[src/rtl/dev_irq_ctrl_pkg.sv]
// rtl/dev_irq_ctrl_pkg.sv - shared types and constants for the IRQ control table sequencer
package dev_irq_ctrl_pkg;

  localparam int L_PARAM_ENTRY_NUM = 32;

  typedef enum logic [1:0] {
    OP_WRITE = 2'b00,
    OP_BULK  = 2'b01,
    OP_READ  = 2'b10,
    OP_NOP   = 2'b11
  } irq_ctrl_op_t;

  typedef enum logic {
    S_IDLE = 1'b0,
    S_BULK = 1'b1
  } irq_ctrl_state_t;

  typedef struct packed {
    logic       mask;
    logic       valid;
    logic [1:0] mode;
  } irq_ctrl_entry_t;

  typedef struct packed {
    irq_ctrl_op_t    op;
    logic [4:0]      entry;
    irq_ctrl_entry_t data;
  } irq_ctrl_cmd_t;

endpackage

[src/rtl/dev_irq_ctrl_cmd_fifo.sv]
// rtl/dev_irq_ctrl_cmd_fifo.sv - synchronous command FIFO with full/empty flags
module dev_irq_ctrl_cmd_fifo #(
  parameter int P_DEPTH = 4,
  parameter int P_WIDTH = 11
)(
  input  logic               iCLOCK,
  input  logic               inRESET,
  input  logic               iPUSH,
  input  logic [P_WIDTH-1:0] iDATA,
  input  logic               iPOP,
  output logic [P_WIDTH-1:0] oDATA,
  output logic               oFULL,
  output logic               oEMPTY
);

  localparam int L_AW = $clog2(P_DEPTH);

  // One extra pointer bit distinguishes full from empty when the indices match.
  logic [L_AW:0]        wr_ptr;
  logic [L_AW:0]        rd_ptr;
  logic [P_WIDTH-1:0]   mem [P_DEPTH];
  logic                 push_ok;
  logic                 pop_ok;

  assign oEMPTY  = (wr_ptr == rd_ptr);
  assign oFULL   = (wr_ptr[L_AW] != rd_ptr[L_AW]) &&
                   (wr_ptr[L_AW-1:0] == rd_ptr[L_AW-1:0]);
  assign push_ok = iPUSH && !oFULL;
  assign pop_ok  = iPOP && !oEMPTY;
  assign oDATA   = mem[rd_ptr[L_AW-1:0]];

  always_ff @(posedge iCLOCK) begin
    if (!inRESET) begin
      wr_ptr <= '0;
      rd_ptr <= '0;
    end else begin
      if (push_ok) wr_ptr <= wr_ptr + 1'b1;
      if (pop_ok)  rd_ptr <= rd_ptr + 1'b1;
    end
  end

  always_ff @(posedge iCLOCK) begin
    if (push_ok) mem[wr_ptr[L_AW-1:0]] <= iDATA;
  end

endmodule

[src/rtl/dev_irq_ctrl_sequencer.sv]
// rtl/dev_irq_ctrl_sequencer.sv - queues IRQ table commands and drives one table write per cycle
module dev_irq_ctrl_sequencer
  import dev_irq_ctrl_pkg::*;
#(
  parameter int P_FIFO_DEPTH = 4,
  parameter int P_ENTRY_NUM  = L_PARAM_ENTRY_NUM
)(
  input  logic       iCLOCK,
  input  logic       inRESET,
  input  logic       iCMD_REQ,
  output logic       oCMD_BUSY,
  input  logic [1:0] iCMD_OP,
  input  logic [4:0] iCMD_ENTRY,
  input  logic       iCMD_MASK,
  input  logic       iCMD_VALID,
  input  logic [1:0] iCMD_MODE,
  output logic       oRD_VALID,
  output logic       oRD_MASK,
  output logic       oRD_VLD,
  output logic [1:0] oRD_MODE,
  output logic       oIRQ_CTRL_REQ,
  output logic [4:0] oIRQ_CTRL_ENTRY,
  output logic       oIRQ_CTRL_INFO_MASK,
  output logic       oIRQ_CTRL_INFO_VALID,
  output logic [1:0] oIRQ_CTRL_INFO_MODE,
  output logic       oIDLE
);

  localparam int         L_CMD_W      = $bits(irq_ctrl_cmd_t);
  localparam logic [4:0] L_LAST_ENTRY = 5'(P_ENTRY_NUM - 1);

  logic               fifo_full;
  logic               fifo_empty;
  logic               fifo_pop;
  logic [L_CMD_W-1:0] cmd_bits;
  logic [L_CMD_W-1:0] head_bits;
  irq_ctrl_cmd_t      head;

  irq_ctrl_state_t    state, state_next;
  logic [4:0]         cnt, cnt_next;
  irq_ctrl_entry_t    bulk_data, bulk_data_next;

  logic               req_q, req_next;
  logic [4:0]         wr_entry_q, wr_entry_next;
  irq_ctrl_entry_t    wr_data_q, wr_data_next;
  logic               rd_valid_q, rd_valid_next;
  irq_ctrl_entry_t    rd_data_q, rd_data_next;

  irq_ctrl_entry_t    shadow [P_ENTRY_NUM];

  assign cmd_bits = {iCMD_OP, iCMD_ENTRY, iCMD_MASK, iCMD_VALID, iCMD_MODE};
  assign head     = irq_ctrl_cmd_t'(head_bits);

  dev_irq_ctrl_cmd_fifo #(
    .P_DEPTH (P_FIFO_DEPTH),
    .P_WIDTH (L_CMD_W)
  ) u_cmd_fifo (
    .iCLOCK  (iCLOCK),
    .inRESET (inRESET),
    .iPUSH   (iCMD_REQ),
    .iDATA   (cmd_bits),
    .iPOP    (fifo_pop),
    .oDATA   (head_bits),
    .oFULL   (fifo_full),
    .oEMPTY  (fifo_empty)
  );

  // BULK issues entry 0 on the pop edge so the walk starts with the same latency as a WRITE.
  always_comb begin
    state_next     = state;
    cnt_next       = cnt;
    bulk_data_next = bulk_data;
    fifo_pop       = 1'b0;
    req_next       = 1'b0;
    wr_entry_next  = wr_entry_q;
    wr_data_next   = wr_data_q;
    rd_valid_next  = 1'b0;
    rd_data_next   = rd_data_q;
    case (state)
      S_IDLE: begin
        if (!fifo_empty) begin
          fifo_pop = 1'b1;
          case (head.op)
            OP_WRITE: begin
              req_next      = 1'b1;
              wr_entry_next = head.entry;
              wr_data_next  = head.data;
            end
            OP_READ: begin
              rd_valid_next = 1'b1;
              rd_data_next  = shadow[head.entry];
            end
            OP_BULK: begin
              req_next       = 1'b1;
              wr_entry_next  = 5'd0;
              wr_data_next   = head.data;
              bulk_data_next = head.data;
              cnt_next       = 5'd1;
              state_next     = S_BULK;
            end
            default: ;
          endcase
        end
      end
      S_BULK: begin
        req_next      = 1'b1;
        wr_entry_next = cnt;
        wr_data_next  = bulk_data;
        cnt_next      = cnt + 5'd1;
        if (cnt == L_LAST_ENTRY) begin
          cnt_next   = 5'd0;
          state_next = S_IDLE;
        end
      end
      default: state_next = S_IDLE;
    endcase
  end

  always_ff @(posedge iCLOCK) begin
    if (!inRESET) begin
      state      <= S_IDLE;
      cnt        <= '0;
      bulk_data  <= '0;
      req_q      <= 1'b0;
      wr_entry_q <= '0;
      wr_data_q  <= '0;
      rd_valid_q <= 1'b0;
      rd_data_q  <= '0;
    end else begin
      state      <= state_next;
      cnt        <= cnt_next;
      bulk_data  <= bulk_data_next;
      req_q      <= req_next;
      wr_entry_q <= wr_entry_next;
      wr_data_q  <= wr_data_next;
      rd_valid_q <= rd_valid_next;
      rd_data_q  <= rd_data_next;
    end
  end

  always_ff @(posedge iCLOCK) begin
    if (!inRESET) begin
      for (int i = 0; i < P_ENTRY_NUM; i++) shadow[i] <= '0;
    end else if (req_next) begin
      shadow[wr_entry_next] <= wr_data_next;
    end
  end

  assign oCMD_BUSY            = fifo_full;
  assign oIDLE                = fifo_empty && (state == S_IDLE);
  assign oIRQ_CTRL_REQ        = req_q;
  assign oIRQ_CTRL_ENTRY      = wr_entry_q;
  assign oIRQ_CTRL_INFO_MASK  = wr_data_q.mask;
  assign oIRQ_CTRL_INFO_VALID = wr_data_q.valid;
  assign oIRQ_CTRL_INFO_MODE  = wr_data_q.mode;
  assign oRD_VALID            = rd_valid_q;
  assign oRD_MASK             = rd_data_q.mask;
  assign oRD_VLD              = rd_data_q.valid;
  assign oRD_MODE             = rd_data_q.mode;

endmodule
[config.mk]
export PLATFORM = sky130hd
export DESIGN_NAME = dev_irq_ctrl_sequencer
export DESIGN_NICKNAME = d
export VERILOG_FILES = /design/src/rtl/dev_irq_ctrl_pkg.sv /design/src/rtl/dev_irq_ctrl_cmd_fifo.sv /design/src/rtl/dev_irq_ctrl_sequencer.sv
export SDC_FILE = /design/constraint.sdc
export NUM_CORES = 1
export LEC_CHECK = 0
export ABC_AREA = 1
export BUFFER_PORTS_ARGS = -buffer_cell sky130_fd_sc_hd__buf_4
export CAP_MARGIN = 20
export CORE_MARGIN = 10
export CORE_UTILIZATION = 56
export CTS_CLUSTER_DIAMETER = 60
export CTS_CLUSTER_SIZE = 40
export DETAILED_ROUTE_END_ITERATION = 8
export HOLD_SLACK_MARGIN = 0.15
export PLACE_DENSITY_LB_ADDON = 0.3
export REMOVE_ABC_BUFFERS = 1
export SETUP_SLACK_MARGIN = 0.02
export SLEW_MARGIN = 20
export SYNTH_ARGS = -nofsm -noshare
export SYNTH_HDL_FRONTEND = slang
export SYNTH_SLANG_ARGS = --single-unit
[constraint.sdc]
create_clock -name iCLOCK -period 2.17 [get_ports iCLOCK]
set_input_delay 0.651 -clock iCLOCK [delete_from_list [all_inputs] [get_ports iCLOCK]]
set_output_delay 0.651 -clock iCLOCK [all_outputs]
set_load 0.01 [all_outputs]
## Yosys cells after proc, flatten, opt, wreduce, memory -nomap -nowiden

Memory sizes are Yosys's and may differ from the RTL's. A register that Yosys moved wholly into a read port is not among the register bits.
Cells that the tools add are included.

| operators by class | value |
|---|---|
| add/sub/neg operators | 3 |
| equality and inequality tests | 8 |
| multiplexer cells | 31 |
| bitwise operators | 3 |
| reduce and logical (&&, ||, !) cells | 14 |

Operators by type and width:

| kind | count |
|---|---|
| 5-bit case mux with 2 select lines | 3 |
| 5-bit two-way mux | 5 |
| 1-bit two-way mux | 15 |
| 4-bit two-way mux | 3 |
| 4-bit case mux with 2 select lines | 1 |
| 3-bit by 1-bit adder with 3-bit output (second input constant) | 2 |
| 3-bit AND reduction | 2 |
| 5-bit by 1-bit adder with 5-bit output (second input constant) | 1 |
| 5-bit equality test (second input constant) | 1 |
| 1-bit logical AND | 4 |
| 2-bit two-way mux | 2 |
| 1-bit case mux with 2 select lines | 2 |
| 4-bit OR reduction | 1 |
| 3-bit equality test | 1 |
| 1-bit zero test | 3 |
| 1-bit inverter | 3 |
| 3-bit OR reduction | 1 |
| 2-bit by 1-bit equality test with 1-bit output (second input constant) | 1 |
| 2-bit equality test | 1 |
| 2-bit equality test (second input constant) | 1 |
| 2-bit zero test | 1 |
| 2-bit by 1-bit != test with 1-bit output (second input constant) | 1 |
| 2-bit != test (second input constant) | 1 |
| 2-bit AND reduction | 1 |
| 2 further kinds | 2 |

| word-level totals | value |
|---|---|
| flip-flop bits (word level) | 27 |
| RAM bits | 172 |
| input bits | 14 |
| output and inout port bits | 17 |
| logic and storage cells | 74 |
| memories kept | 2 |

Memory list:

| memory | depth | bits a word | read ports | clocked after Yosys merged registers in | wr ports | RTL line | source |
|---|---|---|---|---|---|---|---|
| shadow | 32 | 4 | 1 | 1 | 32 | dev_irq_ctrl_sequencer.sv:49 | `irq_ctrl_entry_t shadow [P_ENTRY_NUM];` |
| u_cmd_fifo.mem | 4 | 11 | 1 | 1 | 1 | dev_irq_ctrl_cmd_fifo.sv:21 | `logic [P_WIDTH-1:0] mem [P_DEPTH];` |

## Logic depth before layout (Yosys ltp)

Gate-level depths: netlist of run 1.

| depth | value |
|---|---|
| depth in word-level cells | 10 |
| depth in mapped cells | 15 |
| gate-level depth less buffers | 14 |

## Modules after synthesis

Synthesis of run 1 repeated with hierarchy kept, for this count alone.

| unflattened totals | value |
|---|---|
| cell total of the unflattened synthesis | 971 |
| area total of the unflattened synthesis | 9,137.5 µm² |

By module, submodules not included:

| module | instances | cells an instance | area an instance (µm²) | seq. area each (µm²) |
|---|---|---|---|---|
| dev_irq_ctrl_sequencer | 1 | 789 | 7,016.7 | 4,344.2 |
| dev_irq_ctrl_cmd_fifo | 1 | 182 | 2,120.8 | 1,481.4 |

## Worst setup path before layout of run 1

OpenSTA, ideal clock, no wires.

| timing | value |
|---|---|
| kind | flip-flop to flip-flop |
| start point | reg u_cmd_fifo.wr_ptr[0] |
| end point | mem shadow[11][0] (netlist bit), enable pin |
| setup time | 308 ps |
| data arrival time | 1,822 ps |
| required time | 1,862 ps |
| path slack | 40 ps |
| cell stages (with the launch flop) | 13 |
| path buffers | 1 |
| clock period less this slack | 2,130 ps |
| path through | dfxtp_1 -> xnor2_1 -> nand3_2 -> nand2_4 -> buf_6 -> nand2_1 -> o21ai_2 -> nand2_2 -> nand2_4 -> inv_4 -> nor2_8 -> nand2_4 -> nand2_1 |

RTL lines:

| element | RTL line | source |
|---|---|---|
| start: declaration | dev_irq_ctrl_cmd_fifo.sv:19 | `logic [L_AW:0] wr_ptr;` |
| start signal: assignment | dev_irq_ctrl_cmd_fifo.sv:37 | `if (push_ok) wr_ptr <= wr_ptr + 1'b1;` |
| end: declaration | dev_irq_ctrl_sequencer.sv:49 |  |

==> insert_results.sql, run 1 <==
INSERT INTO impl_metrics (metric_group, metric, value, unit) VALUES
('sta', 'final-hold-violation-count', '0', ''),
('pwr', 'share_seq_of_total_power', '24.5', '%'),
('cts', 'numCtsBuffers', '15', ''),
('cts', 'tritoncts_clock_tree', 'built', ''),
('run_status', 'violations', 'setup timing', ''),
('routing', 'drt_drc_violations_left', '0', ''),
('pwr', 'power_switching', '0.009743', 'W'),
('critical_path', 'cp_num_buf_inv', '3', ''),
('sta', 'setup_repair_after_global_routing_missed_its_margin', 'true', ''),
('yosys', 'number_of_register_bits_inferred_by_synthesis', '205', ''),
('pwr', 'p_leak', '5.619', 'nW'),
('grt', 'initial_antenna_violation_count', '0', ''),
('placed_design', 'place_inst', '1335', ''),
('final_layout', 'num_antenna_cells', '0', ''),
('pwr', 'internal-power', '0.01062', 'W'),
('final_layout', 'multiInputGateArea', '4623', 'um^2'),
('final_layout', 'fill_cells', '1041', ''),
('critical_path', 'critical_path.top_delay_family', 'simple AND/OR/NAND/NOR gates', ''),
('critical_path', 'cp_num_cells', '15', ''),
('grt', 'gr-usage-all-layers', '19.87', '%'),
('pwr', 'fraction_of_power_spent_switching_nets', '47.85', '%'),
('final_layout', 'layout.area.seq', '5837', 'um^2'),
('final_layout', 'drive_above_1_share', '38.63', '%'),
('final_layout', 'final_util', '74.72', '%'),
('pwr', 'share_comb_of_total_power', '61.3', '%'),
('yosys', 'cell_count_after_synthesis', '1032', ''),
('critical_path', 'worst_r2r_path_depth', '15', ''),
('critical_path', 'cp_common_cell', 'sky130_fd_sc_hd__nand2_2', ''),
('yosys', 'dominantRegCellSynth', 'sky130_fd_sc_hd__edfxtp_1', ''),
('critical_path', 'critPathCaptureType', 'flop', ''),
('placed_design', 'gpl.final_weighted_congestion', '0.7960', ''),
('placed_design', 'hpwl', '15820', 'um'),
('die', 'design.portCount', '31', ''),
('critical_path', 'path_type_of_the_worst_setup_path', 'flop to flop', ''),
('sta', 'skew', '0.03622', 'ns'),
('critical_path', 'critical_path_maximum_fanout', '6', ''),
('pwr', 'power_density', '1527', 'nW/um^2'),
('yosys', 'ys_warn_count', '0', ''),
('yosys', 'synth_enable_flop_cells', '172', ''),
('worst_hold_path', 'hold_depth', '1', ''),
('run_status', 'status', 'finished with violations', ''),
('run', 'max_cap_viol_count', '0', ''),
('die', 'coreArea', '17840', 'um^2'),
('sta', 'holdWs', '0.3404', 'ns'),
('die', 'die_width', '154.2', 'um'),
('final_layout', 'syn2layout_area_growth', '32.09', '%'),
('routing', 'antenna_left', '0', ''),
('critical_path', 'slowest_delay', '0.39', 'ns'),
('sta', 'fmax', '0.4381', 'GHz'),
('critical_path', 'path_cells', 'buf_6 -> buf_12 -> nor2_4 -> nor2_1 -> o21ai_1 -> nand2_2 -> nand2_2 -> nand2_2 -> o211ai_1 -> nand2_1 -> nand2_4 -> buf_12 -> nor2_8 -> nand2_2 -> nand2_1', ''),
('sta', 'setup_viol', '231', ''),
('die', 'total_die_area', '23790', 'um^2'),
('sta', 'fin_ws', '-0.1127', 'ns'),
('placed_design', 'io_buffers', '30', ''),
('pwr', 'vdd_drop_max', '0.001404', 'V'),
('routing', 'drt-pass1-iter-count', '5', ''),
('yosys', 'async_flop_share', '0', '%'),
('routing', 'route.detailed.wl_per_inst', '20.47', 'um'),
('grt', 'grt_max_degree', '52', ''),
('critical_path', 'cp-start-kind', 'flop', ''),
('cts', 'cts.htree.levels', '1', ''),
('yosys', 'synth_cell_type_count', '37', ''),
('routing', 'route.vias.total', '8164', ''),
('sta', 'timing.final.max_slew_violations', '0', ''),
('cts', 'tritoncts_num_sinks', '205', ''),
('yosys', 'synth_sequential_area_ratio', '57.72', '%'),
('cts', 'cts-root-buf', 'sky130_fd_sc_hd__clkbuf_16', ''),
('cts', 'clock_latency', '0.51', 'ns'),
('routing', 'first_iter_violations', '645', ''),
('grt', 'globalRouteOverflowTotal', '0', ''),
('yosys', 'post_synth.cell_area_avg', '9.779', 'um^2');
==> power by group through the flow <==
stage	logic [W]	registers, W	clock network, W
floorplan	0.00492	0.00510	0
CTS	0.00924	0.00495	0.00291
detailed placement	0.00864	0.00502	0
finish	0.0125	0.00499	0.00289
global placement	0.00854	0.00501	0
global route	0.0130	0.00503	0.00306
==> layout by cell type, fill, tap and decap left out, drive strengths merged <==
cell	synthesis	routed
a21oi	15	15
nand3b	36	36
dfxtp	33	33
nand3	141	141
clkbuf	18	23
o21ai	37	37
clkinv	1	3
nand4	1	1
nor3	2	2
o211ai	1	1
nand2	256	256
o22ai	5	5
or2	1	1
nor2	195	195
xnor2	3	3
inv	69	74
edfxtp	172	172
buf	39	157
clkinvlp	0	3
ha	7	7
==> final timing paths <==
| kind | start | end | slack, ns |
|---|---|---|---|
| setup reg to reg | flop | shadow[30][2] | -0.11 |
| setup / recovery | flop | shadow[30][2] | -0.11 |
| hold reg to reg | cnt[1] | cnt[1] | 0.50 |
| hold / removal | iCMD_VALID | u_cmd_fifo.mem[2][2] | 0.34 |
==> what timing repair did <==
item | in CTS | in global routing
endpoints found under the setup margin | 256 | 267
resized for setup | 70 | 229
cloned | 1 | 8
buffers inserted | 6 | 22
hold buffers | 0 | 0
pin swaps | 12 | 39
==> per-stage QoR <==
step | cell area [um^2] | setup TNS, ns | total power, W | setup WS, ns
after floorplan | 9814 | -645.41 | 0.01002 | -2.603
after global placement | 11250 | -1.593 | 0.01355 | -0.04010
after detailed placement | 11250 | -8.404 | 0.01366 | -0.09760
after CTS | 12080 | -0.1753 | 0.01710 | -0.01393
after global routing | 13330 | -39.19 | 0.02106 | -0.2231
final | 13330 | -10.61 | 0.02036 | -0.1127
==> layout make-up <==
type,count,area share [%]
clock inverters,10,0.8260
clock buffers,16,2.844
flip-flops and latches,205,43.79
inverters,70,2.112
repair buffers,164,13.60
multi-input cells,700,34.68
well taps,229,2.149
==> per-layer routing <==
layer  GRT usage (%)  share of wire (%)
met1           25.45                 37
met4           6.388                5.1
met2           34.13                 49
met3           2.551                8.8
met5               0                  0
==> kinds of logic (layout without fill, tap and decap cells) <==
family | count (synthesis) | count (layout) | share of synthesized area, %
compound gates | 58 | 58 | 3.186
xor+xnor | 3 | 3 | 0.3348
fa+ha+maj | 7 | 7 | 0.8678
simple gates | 632 | 632 | 32.46
buf+inv | 127 | 260 | 5.430
flops | 205 | 205 | 57.72
==> worst register-to-register path, stage by stage (launching register included) <==
cell and delay [ns]:
sky130_fd_sc_hd__dfxtp_4 0.39, sky130_fd_sc_hd__buf_6 0.13, sky130_fd_sc_hd__buf_12 0.12, sky130_fd_sc_hd__nor2_4 0.03
sky130_fd_sc_hd__nor2_1 0.10, sky130_fd_sc_hd__o21ai_1 0.10, sky130_fd_sc_hd__nand2_2 0.10, sky130_fd_sc_hd__nand2_2 0.06
sky130_fd_sc_hd__nand2_2 0.06, sky130_fd_sc_hd__o211ai_1 0.09, sky130_fd_sc_hd__nand2_1 0.18, sky130_fd_sc_hd__nand2_4 0.10
sky130_fd_sc_hd__buf_12 0.14, sky130_fd_sc_hd__nor2_8 0.17, sky130_fd_sc_hd__nand2_2 0.09, sky130_fd_sc_hd__nand2_1 0.15
==> Yosys cell counts (10+ instances only) <==
library cell	number	area [um^2]
sky130_fd_sc_hd__a21oi_1	12	60.06
sky130_fd_sc_hd__buf_2	30	150.1
sky130_fd_sc_hd__clkbuf_1	18	67.56
sky130_fd_sc_hd__dfxtp_1	33	660.6
sky130_fd_sc_hd__edfxtp_1	172	5165
sky130_fd_sc_hd__inv_1	64	240.2
sky130_fd_sc_hd__nand2_1	207	777.0
sky130_fd_sc_hd__nand2_2	26	162.7
sky130_fd_sc_hd__nand2_4	22	247.7
sky130_fd_sc_hd__nand3_1	138	690.7
sky130_fd_sc_hd__nand3b_1	36	270.3
sky130_fd_sc_hd__nor2_1	129	484.2
sky130_fd_sc_hd__nor2_2	52	325.3
sky130_fd_sc_hd__nor2_8	10	200.2
sky130_fd_sc_hd__o21ai_0	27	135.1
==> sequential cells by signal, indices dropped and copies added (netlist names), 2 cells and up, named ones only <==
name	flops
cnt	5
oIRQ_CTRL_ENTRY	5
u_cmd_fifo.mem	44
oIRQ_CTRL_INFO_MODE	2
shadow	128
u_cmd_fifo.wr_ptr	3
oRD_MODE	2
u_cmd_fifo.rd_ptr	3
bulk_data	4
Note: power is estimated with default switching activity, not from simulation.
==> inputs of run 2 (changes only) <==
--- a/config.mk
+++ b/config.mk
@@ -10,6 +10,7 @@
 export CAP_MARGIN = 20
 export CORE_MARGIN = 10
 export CORE_UTILIZATION = 56
+export CTS_BUF_LIST = sky130_fd_sc_hd__clkbuf_8 sky130_fd_sc_hd__clkbuf_16
 export CTS_CLUSTER_DIAMETER = 60
 export CTS_CLUSTER_SIZE = 40
 export DETAILED_ROUTE_END_ITERATION = 8
==> insert_results.sql, run 2 (synthesis gave the netlist of run 1 again) <==
INSERT INTO impl_metrics (metric_group, metric, value, unit) VALUES
('final_layout', 'final_util', '73.53', '%'),
('sta', 'slew-limit-headroom', '31.34', '%'),
('die', 'total_die_area', '23790', 'um^2'),
('sta', 'final-hold-violation-count', '0', ''),
('pwr', 'power_density', '1504', 'nW/um^2'),
('final_layout', 'design_area', '13120', 'um^2'),
('sta', 'holdWs', '0.3433', 'ns'),
('final_layout', 'num-nets-final', '1171', ''),
('sta', 'setup_viol', '127', ''),
('critical_path', 'critical_path_maximum_fanout', '25', ''),
('pwr', 'vdd_drop_max', '0.001270', 'V'),
('final_layout', 'fill_cells', '1105', ''),
('die', 'floorplan.initialDensity', '56.57', '%'),
('grt', 'initial_antenna_violation_count', '0', ''),
('pwr', 'share_comb_of_total_power', '60.1', '%'),
('pwr', 'share_seq_of_total_power', '25.3', '%'),
('sta', 'fmax', '0.4357', 'GHz'),
('routing', 'route.vias.total', '8060', ''),
('run_status', 'status', 'finished with violations', ''),
('critical_path', 'critPathCaptureType', 'flop', ''),
('cts', 'clock_path_buffers', '3', ''),
('placed_design', 'io_buffers', '30', ''),
('grt', 'number_of_global_route_vias_before_repair', '7647', ''),
('cts', 'cts-root-buf', 'sky130_fd_sc_hd__clkbuf_16', ''),
('die', 'die_width', '154.2', 'um'),
('routing', 'antenna_left', '0', ''),
('worst_hold_path', 'worstHoldPathType', 'primary input to flop', ''),
('pwr', 'fraction_of_power_spent_switching_nets', '47.29', '%'),
('critical_path', 'critical_path.slowest_cell', 'sky130_fd_sc_hd__dfxtp_4', ''),
('grt', 'gr-usage-all-layers', '19.87', '%'),
('cts', 'cts.htree.levels', '1', ''),
('final_layout', 'register_with_the_most_flip_flops', 'shadow', ''),
('critical_path', 'cp.arrival', '2.68', 'ns'),
('sta', 'fin_ws', '-0.1251', 'ns'),
('grt', 'globalRouteOverflowTotal', '0', ''),
('placed_design', 'gpl.final_weighted_congestion', '0.7960', ''),
('cts', 'numCtsBuffers', '15', ''),
('placed_design', 'dpl_cell_area', '11250', 'um^2'),
('sta', 'setup_repair_after_global_routing_missed_its_margin', 'true', ''),
('final_layout', 'mostFrequentLayoutCells', 'sky130_fd_sc_hd__edfxtp_1, sky130_fd_sc_hd__nand2_1, sky130_fd_sc_hd__nand3_1', ''),
('routing', 'first_iter_violations', '653', ''),
('cts', 'tritoncts_clock_tree', 'built', ''),
('routing', 'drt_drc_violations_left', '0', ''),
('routing', 'via_per_inst', '5.807', ''),
('sta', 'finalCritPeriodShare', '105.8', '%'),
('die', 'dieHeight', '154.2', 'um'),
('sta', 'timing.final.max_slew_violations', '0', ''),
('cts', 'cts_hold_repair.buffers', '0', ''),
('die', 'design.portCount', '31', ''),
('routing', 'drt-total-wl', '27510', 'um'),
('cts', 'reg_clk_slew_reported_paths', '0.09', 'ns'),
('routing', 'route.detailed.wl_per_inst', '19.82', 'um'),
('critical_path', 'cp_data_required_time', '2.55', 'ns'),
('die', 'num_rows', '49', ''),
('critical_path', 'critical_path.top_delay_family', 'simple AND/OR/NAND/NOR gates', ''),
('cts', 'tritoncts_num_sinks', '205', ''),
('critical_path', 'path_type_of_the_worst_setup_path', 'flop to flop', ''),
('sta', 'timing.final.crit_period', '2.295', 'ns'),
('placed_design', 'hpwl', '15820', 'um'),
('pwr', 'power_switching', '0.009331', 'W'),
('final_layout', 'num_antenna_cells', '0', ''),
('pwr', 'power.clock.fraction', '14.6', '%'),
('critical_path', 'cp-start-kind', 'flop', ''),
('pwr', 'p_leak', '5.570', 'nW'),
('final_layout', 'drive_above_1_share', '37.45', '%'),
('cts', 'clock_latency', '0.51', 'ns'),
('grt', 'grt_pass1_wl', '38590', 'um'),
('critical_path', 'cp_common_cell', 'sky130_fd_sc_hd__nand2_1', ''),
('sta', 'skew', '0.02896', 'ns'),
('routing', 'drt-pass1-iter-count', '6', ''),
('final_layout', 'syn2layout_area_growth', '29.98', '%'),
('run', 'max_cap_viol_count', '0', ''),
('die', 'coreArea', '17840', 'um^2'),
('run_status', 'violations', 'setup timing', ''),
('sta', 'worstMarginPinSlew', '1.026', 'ns'),
('grt', 'grt_max_degree', '52', ''),
('final_layout', 'largest_register_ffs', '128', ''),
('critical_path', 'slowest_delay', '0.37', 'ns'),
('critical_path', 'path_cells', 'buf_6 -> buf_12 -> nand2_1 -> nand3_4 -> buf_12 -> buf_16 -> nand3_1 -> nand2_1 -> nand2_1 -> nand3_1 -> nand3_1 -> nand3_2 -> nand2_1 -> a21oi_1', ''),
('final_layout', 'layout_commonest_cell', 'sky130_fd_sc_hd__edfxtp_1', ''),
('pwr', 'internal-power', '0.01040', 'W'),
('critical_path', 'cp_num_buf_inv', '4', '');
-- run 2: cell types whose count changed in the layout (fill, tap and decap cells not counted), moves of 2 or more --
cell                      change
sky130_fd_sc_hd__nand2_1      +2
sky130_fd_sc_hd__nand2_8      -2
sky130_fd_sc_hd__nor2_1      +11
sky130_fd_sc_hd__buf_6        -3
sky130_fd_sc_hd__nor2_4      -13
sky130_fd_sc_hd__nor2_2       +2
-- run 2: metal layers --
| layer | wire, um | vias up | GRT usage, % | part of all wire (%) |
|---|---|---|---|---|
| li1 | - | 3687 | - | - |
| met4 | 1147 | 0 | 6.388 | 4.2 |
| met5 | 0 | - | 0 | 0 |
| met3 | 2290 | 95 | 2.551 | 8.3 |
| met1 | 10620 | 3859 | 25.45 | 39 |
| met2 | 13450 | 419 | 34.13 | 49 |
-- run 2: power by group through the flow --
stage                     clock, W  combinational, W  sequential (W)
final                      0.00289            0.0119         0.00498
after global routing       0.00304            0.0124         0.00503
after CTS                  0.00290           0.00924         0.00495
after detailed placement         0           0.00864         0.00502
after global placement           0           0.00854         0.00501
after floorplan                  0           0.00492         0.00510
-- run 2: cell type report --
type,instances,area (um^2),area share (%)
Multi-Input combinational cell,700,4503,34.33
Timing Repair Buffer,158,1719,13.11
Clock inverter,11,113.9,0.8680
Sequential cell,205,5837,44.50
Inverter,70,282.8,2.156
Tap cell,229,286.5,2.184
Clock buffer,15,375.4,2.861
-- run 2: worst paths after layout --
| path | from | to | slack [ns] | cells after the start |
|---|---|---|---|---|
| worst max-delay path | flop | oRD_MODE[0] | -0.13 | 14 |
| worst min-delay path | iCMD_VALID | u_cmd_fifo.mem[0][2] | 0.34 | 1 |
| worst max register to register | flop | oRD_MODE[0] | -0.13 | 14 |
| worst min register to register | bulk_data[1] | bulk_data[1] | 0.49 | 2 |
-- run 2: metrics by stage --
stage	setup slack, ns	total power (W)	std cells	TNS [ns]
5_1_grt	-0.1664	0.02051	1388	-27.52
6_report	-0.1251	0.01973	1388	-2.418
4_1_cts	-0.01393	0.01710	1368	-0.1748
2_1_floorplan	-2.603	0.01002	975	-645.41
3_5_place_dp	-0.09760	0.01366	1335	-8.404
3_3_place_gp	-0.04010	0.01355	1335	-1.593
-- run 2: what timing repair did --
item                       CTS  global route
setup buffers                6            15
setup endpoints to repair  256           267
gates resized for setup     70           196
pin swaps                   12            41
gates cloned                 1             7
-- run 2: worst register-to-register path: cells and delay by family (launching register included) --
family	cells	cell delay (ns)
DFF	1	0.37
and+or+nand+nor	9	1.16
buffers and inverters	4	0.59
AOI/OAI and AO/OA	1	0.06
==> inputs of run 3 (changes only) <==
--- a/config.mk
+++ b/config.mk
@@ -18,6 +18,7 @@
 export PLACE_DENSITY_LB_ADDON = 0.3
 export REMOVE_ABC_BUFFERS = 1
 export SETUP_SLACK_MARGIN = 0.02
+export SKIP_CTS_REPAIR_TIMING = 1
 export SLEW_MARGIN = 20
 export SYNTH_ARGS = -nofsm -noshare
 export SYNTH_HDL_FRONTEND = slang
==> insert_results.sql, run 3 (synthesis gave the netlist of run 1 again) <==
INSERT INTO impl_metrics (metric_group, metric, value, unit) VALUES
('run_status', 'status', 'finished with violations', ''),
('run_status', 'violations', 'setup timing', ''),
('critical_path', 'path_cells', 'buf_6 -> buf_12 -> nor2_4 -> nor2_1 -> o21ai_1 -> nand2_2 -> nand2_2 -> nand2_2 -> o211ai_1 -> nand2_1 -> nand2_4 -> nor2_4 -> nand2_2 -> nand2_2', ''),
('cts', 'tritoncts_clock_tree', 'built', ''),
('die', 'num_rows', '49', ''),
('final_layout', 'layout.area.seq', '5839', 'um^2'),
('die', 'die_width', '154.2', 'um'),
('cts', 'numCtsBuffers', '15', ''),
('final_layout', 'final_util', '74.18', '%'),
('routing', 'drt-pass1-iter-count', '5', ''),
('worst_hold_path', 'worstHoldPathType', 'primary input to flop', ''),
('grt', 'globalRouteOverflowTotal', '0', ''),
('final_layout', 'multiInputGateArea', '4584', 'um^2'),
('routing', 'via_per_inst', '5.767', ''),
('pwr', 'p_leak', '5.572', 'nW'),
('placed_design', 'gpl.final_weighted_congestion', '0.7960', ''),
('grt', 'grt_max_degree', '52', ''),
('cts', 'clock_path_buffers', '3', ''),
('grt', 'initial_antenna_violation_count', '0', ''),
('sta', 'setup_viol', '232', ''),
('final_layout', 'syn2layout_area_growth', '31.13', '%'),
('pwr', 'p_total', '0.02023', 'W'),
('sta', 'totalNegativeSetupSlack', '-17.20', 'ns'),
('critical_path', 'critical_path_maximum_fanout', '6', ''),
('sta', 'setup_repair_after_global_routing_missed_its_margin', 'true', ''),
('critical_path', 'critical_path.top_delay_family', 'simple AND/OR/NAND/NOR gates', ''),
('final_layout', 'fill_cells', '1082', ''),
('placed_design', 'io_buffers', '30', ''),
('routing', 'route.met3.wl', '2460', 'um'),
('die', 'total_die_area', '23790', 'um^2'),
('cts', 'clock_latency', '0.51', 'ns'),
('die', 'dieHeight', '154.2', 'um'),
('final_layout', 'drive_above_1_share', '39.29', '%'),
('sta', 'final-hold-violation-count', '0', ''),
('grt', 'gr-usage-all-layers', '19.35', '%'),
('routing', 'antenna_left', '0', ''),
('die', 'coreArea', '17840', 'um^2'),
('final_layout', 'register_with_the_most_flip_flops', 'shadow', ''),
('pwr', 'vdd_drop_max', '0.001184', 'V'),
('routing', 'drt_drc_violations_left', '0', ''),
('critical_path', 'cp_num_buf_inv', '2', ''),
('cts', 'reg_clk_slew_reported_paths', '0.09', 'ns'),
('sta', 'worstMarginPinSlew', '0.9995', 'ns'),
('final_layout', 'layout_commonest_cell', 'sky130_fd_sc_hd__edfxtp_1', ''),
('sta', 'slew-limit-headroom', '33.12', '%'),
('sta', 'finalCritPeriodShare', '107.1', '%'),
('routing', 'drt-total-wl', '27820', 'um'),
('run', 'max_cap_viol_count', '0', ''),
('final_layout', 'num-nets-final', '1175', ''),
('critical_path', 'path_type_of_the_worst_setup_path', 'flop to flop', ''),
('routing', 'highest-signal-layer', 'met4', ''),
('placed_design', 'hpwl', '15820', 'um'),
('critical_path', 'critical_path.slowest_cell', 'sky130_fd_sc_hd__dfxtp_4', ''),
('cts', 'cts.htree.levels', '1', ''),
('sta', 'skew', '0.03679', 'ns'),
('cts', 'tritoncts_num_sinks', '205', ''),
('final_layout', 'largest_register_ffs', '128', ''),
('cts', 'cts-root-buf', 'sky130_fd_sc_hd__clkbuf_16', ''),
('final_layout', 'mostFrequentLayoutCells', 'sky130_fd_sc_hd__edfxtp_1, sky130_fd_sc_hd__nand2_1, sky130_fd_sc_hd__nand3_1', ''),
('final_layout', 'num_antenna_cells', '0', ''),
('critical_path', 'critPathCaptureType', 'flop', ''),
('routing', 'wl_met2', '13770', 'um'),
('routing', 'drt-met1-wl', '10420', 'um'),
('grt', 'number_of_global_route_vias_before_repair', '7526', ''),
('critical_path', 'cp.arrival', '2.53', 'ns'),
('die', 'floorplan.initialDensity', '56.57', '%'),
('routing', 'route.detailed.wl_per_inst', '19.98', 'um'),
('sta', 'timing.final.max_slew_violations', '0', ''),
('die', 'design.portCount', '31', ''),
('critical_path', 'cp_data_required_time', '2.37', 'ns'),
('sta', 'fmax', '0.4304', 'GHz'),
('routing', 'first_iter_violations', '830', ''),
('sta', 'fin_ws', '-0.1532', 'ns'),
('sta', 'timing.final.crit_period', '2.323', 'ns'),
('sta', 'holdWs', '0.3374', 'ns'),
('critical_path', 'cp_common_cell', 'sky130_fd_sc_hd__nand2_2', ''),
('grt', 'grt_pass1_wl', '37720', 'um'),
('critical_path', 'cp-start-kind', 'flop', ''),
('pwr', 'power_density', '1529', 'nW/um^2'),
('routing', 'route.vias.total', '8028', ''),
('critical_path', 'slowest_delay', '0.38', 'ns');
run 3: report_power, final:
part | total, W | switching [W] | internal, W
Sequential | 0.00498 | 0.000241 | 0.00474
Combinational | 0.0124 | 0.00782 | 0.00453
Clock | 0.00290 | 0.00154 | 0.00136
run 3: final timing paths:
kind | from | slack [ns] | cells past startpoint | endpoint
worst min-delay path | iCMD_VALID | 0.34 | 1 | u_cmd_fifo.mem[2][2]
worst min register to register | bulk_data[1] | 0.50 | 2 | bulk_data[1]
worst max register to register | flop | -0.15 | 14 | shadow[26][1]
worst max-delay path | flop | -0.15 | 14 | shadow[26][1]
run 3: layout make-up:
cell class,instances,share of cell area [%]
clock buffers,15,2.836
flip-flops and latches,205,44.12
clock inverters,11,0.8604
well taps,229,2.165
multi-input cells,700,34.64
inverters,70,2.137
repair buffers,162,13.24
run 3: stage by stage:
| stage | instances | worst slack (ns) | area [um^2] |
|---|---|---|---|
| after floorplan | 975 | -2.603 | 9814 |
| after global placement | 1335 | -0.04010 | 11250 |
| after detailed placement | 1335 | -0.09760 | 11250 |
| after CTS | 1361 | -0.1461 | 11740 |
| after global routing | 1392 | -0.2451 | 13230 |
| final | 1392 | -0.1532 | 13230 |
run 3: per-layer routing:
layer,track usage (%),vias to the layer above
met5,0,-
met2,32.76,381
met3,2.690,99
met4,6.208,0
li1,-,3702
met1,25.06,3846
run 3: worst register-to-register path, stage by stage (launching register included):
cell and delay [ns]:
sky130_fd_sc_hd__dfxtp_4 0.38, sky130_fd_sc_hd__buf_6 0.13, sky130_fd_sc_hd__buf_12 0.12, sky130_fd_sc_hd__nor2_4 0.03, sky130_fd_sc_hd__nor2_1 0.10, sky130_fd_sc_hd__o21ai_1 0.10
sky130_fd_sc_hd__nand2_2 0.10, sky130_fd_sc_hd__nand2_2 0.08, sky130_fd_sc_hd__nand2_2 0.08, sky130_fd_sc_hd__o211ai_1 0.11, sky130_fd_sc_hd__nand2_1 0.19, sky130_fd_sc_hd__nand2_4 0.10
sky130_fd_sc_hd__nor2_4 0.29, sky130_fd_sc_hd__nand2_2 0.12, sky130_fd_sc_hd__nand2_2 0.12
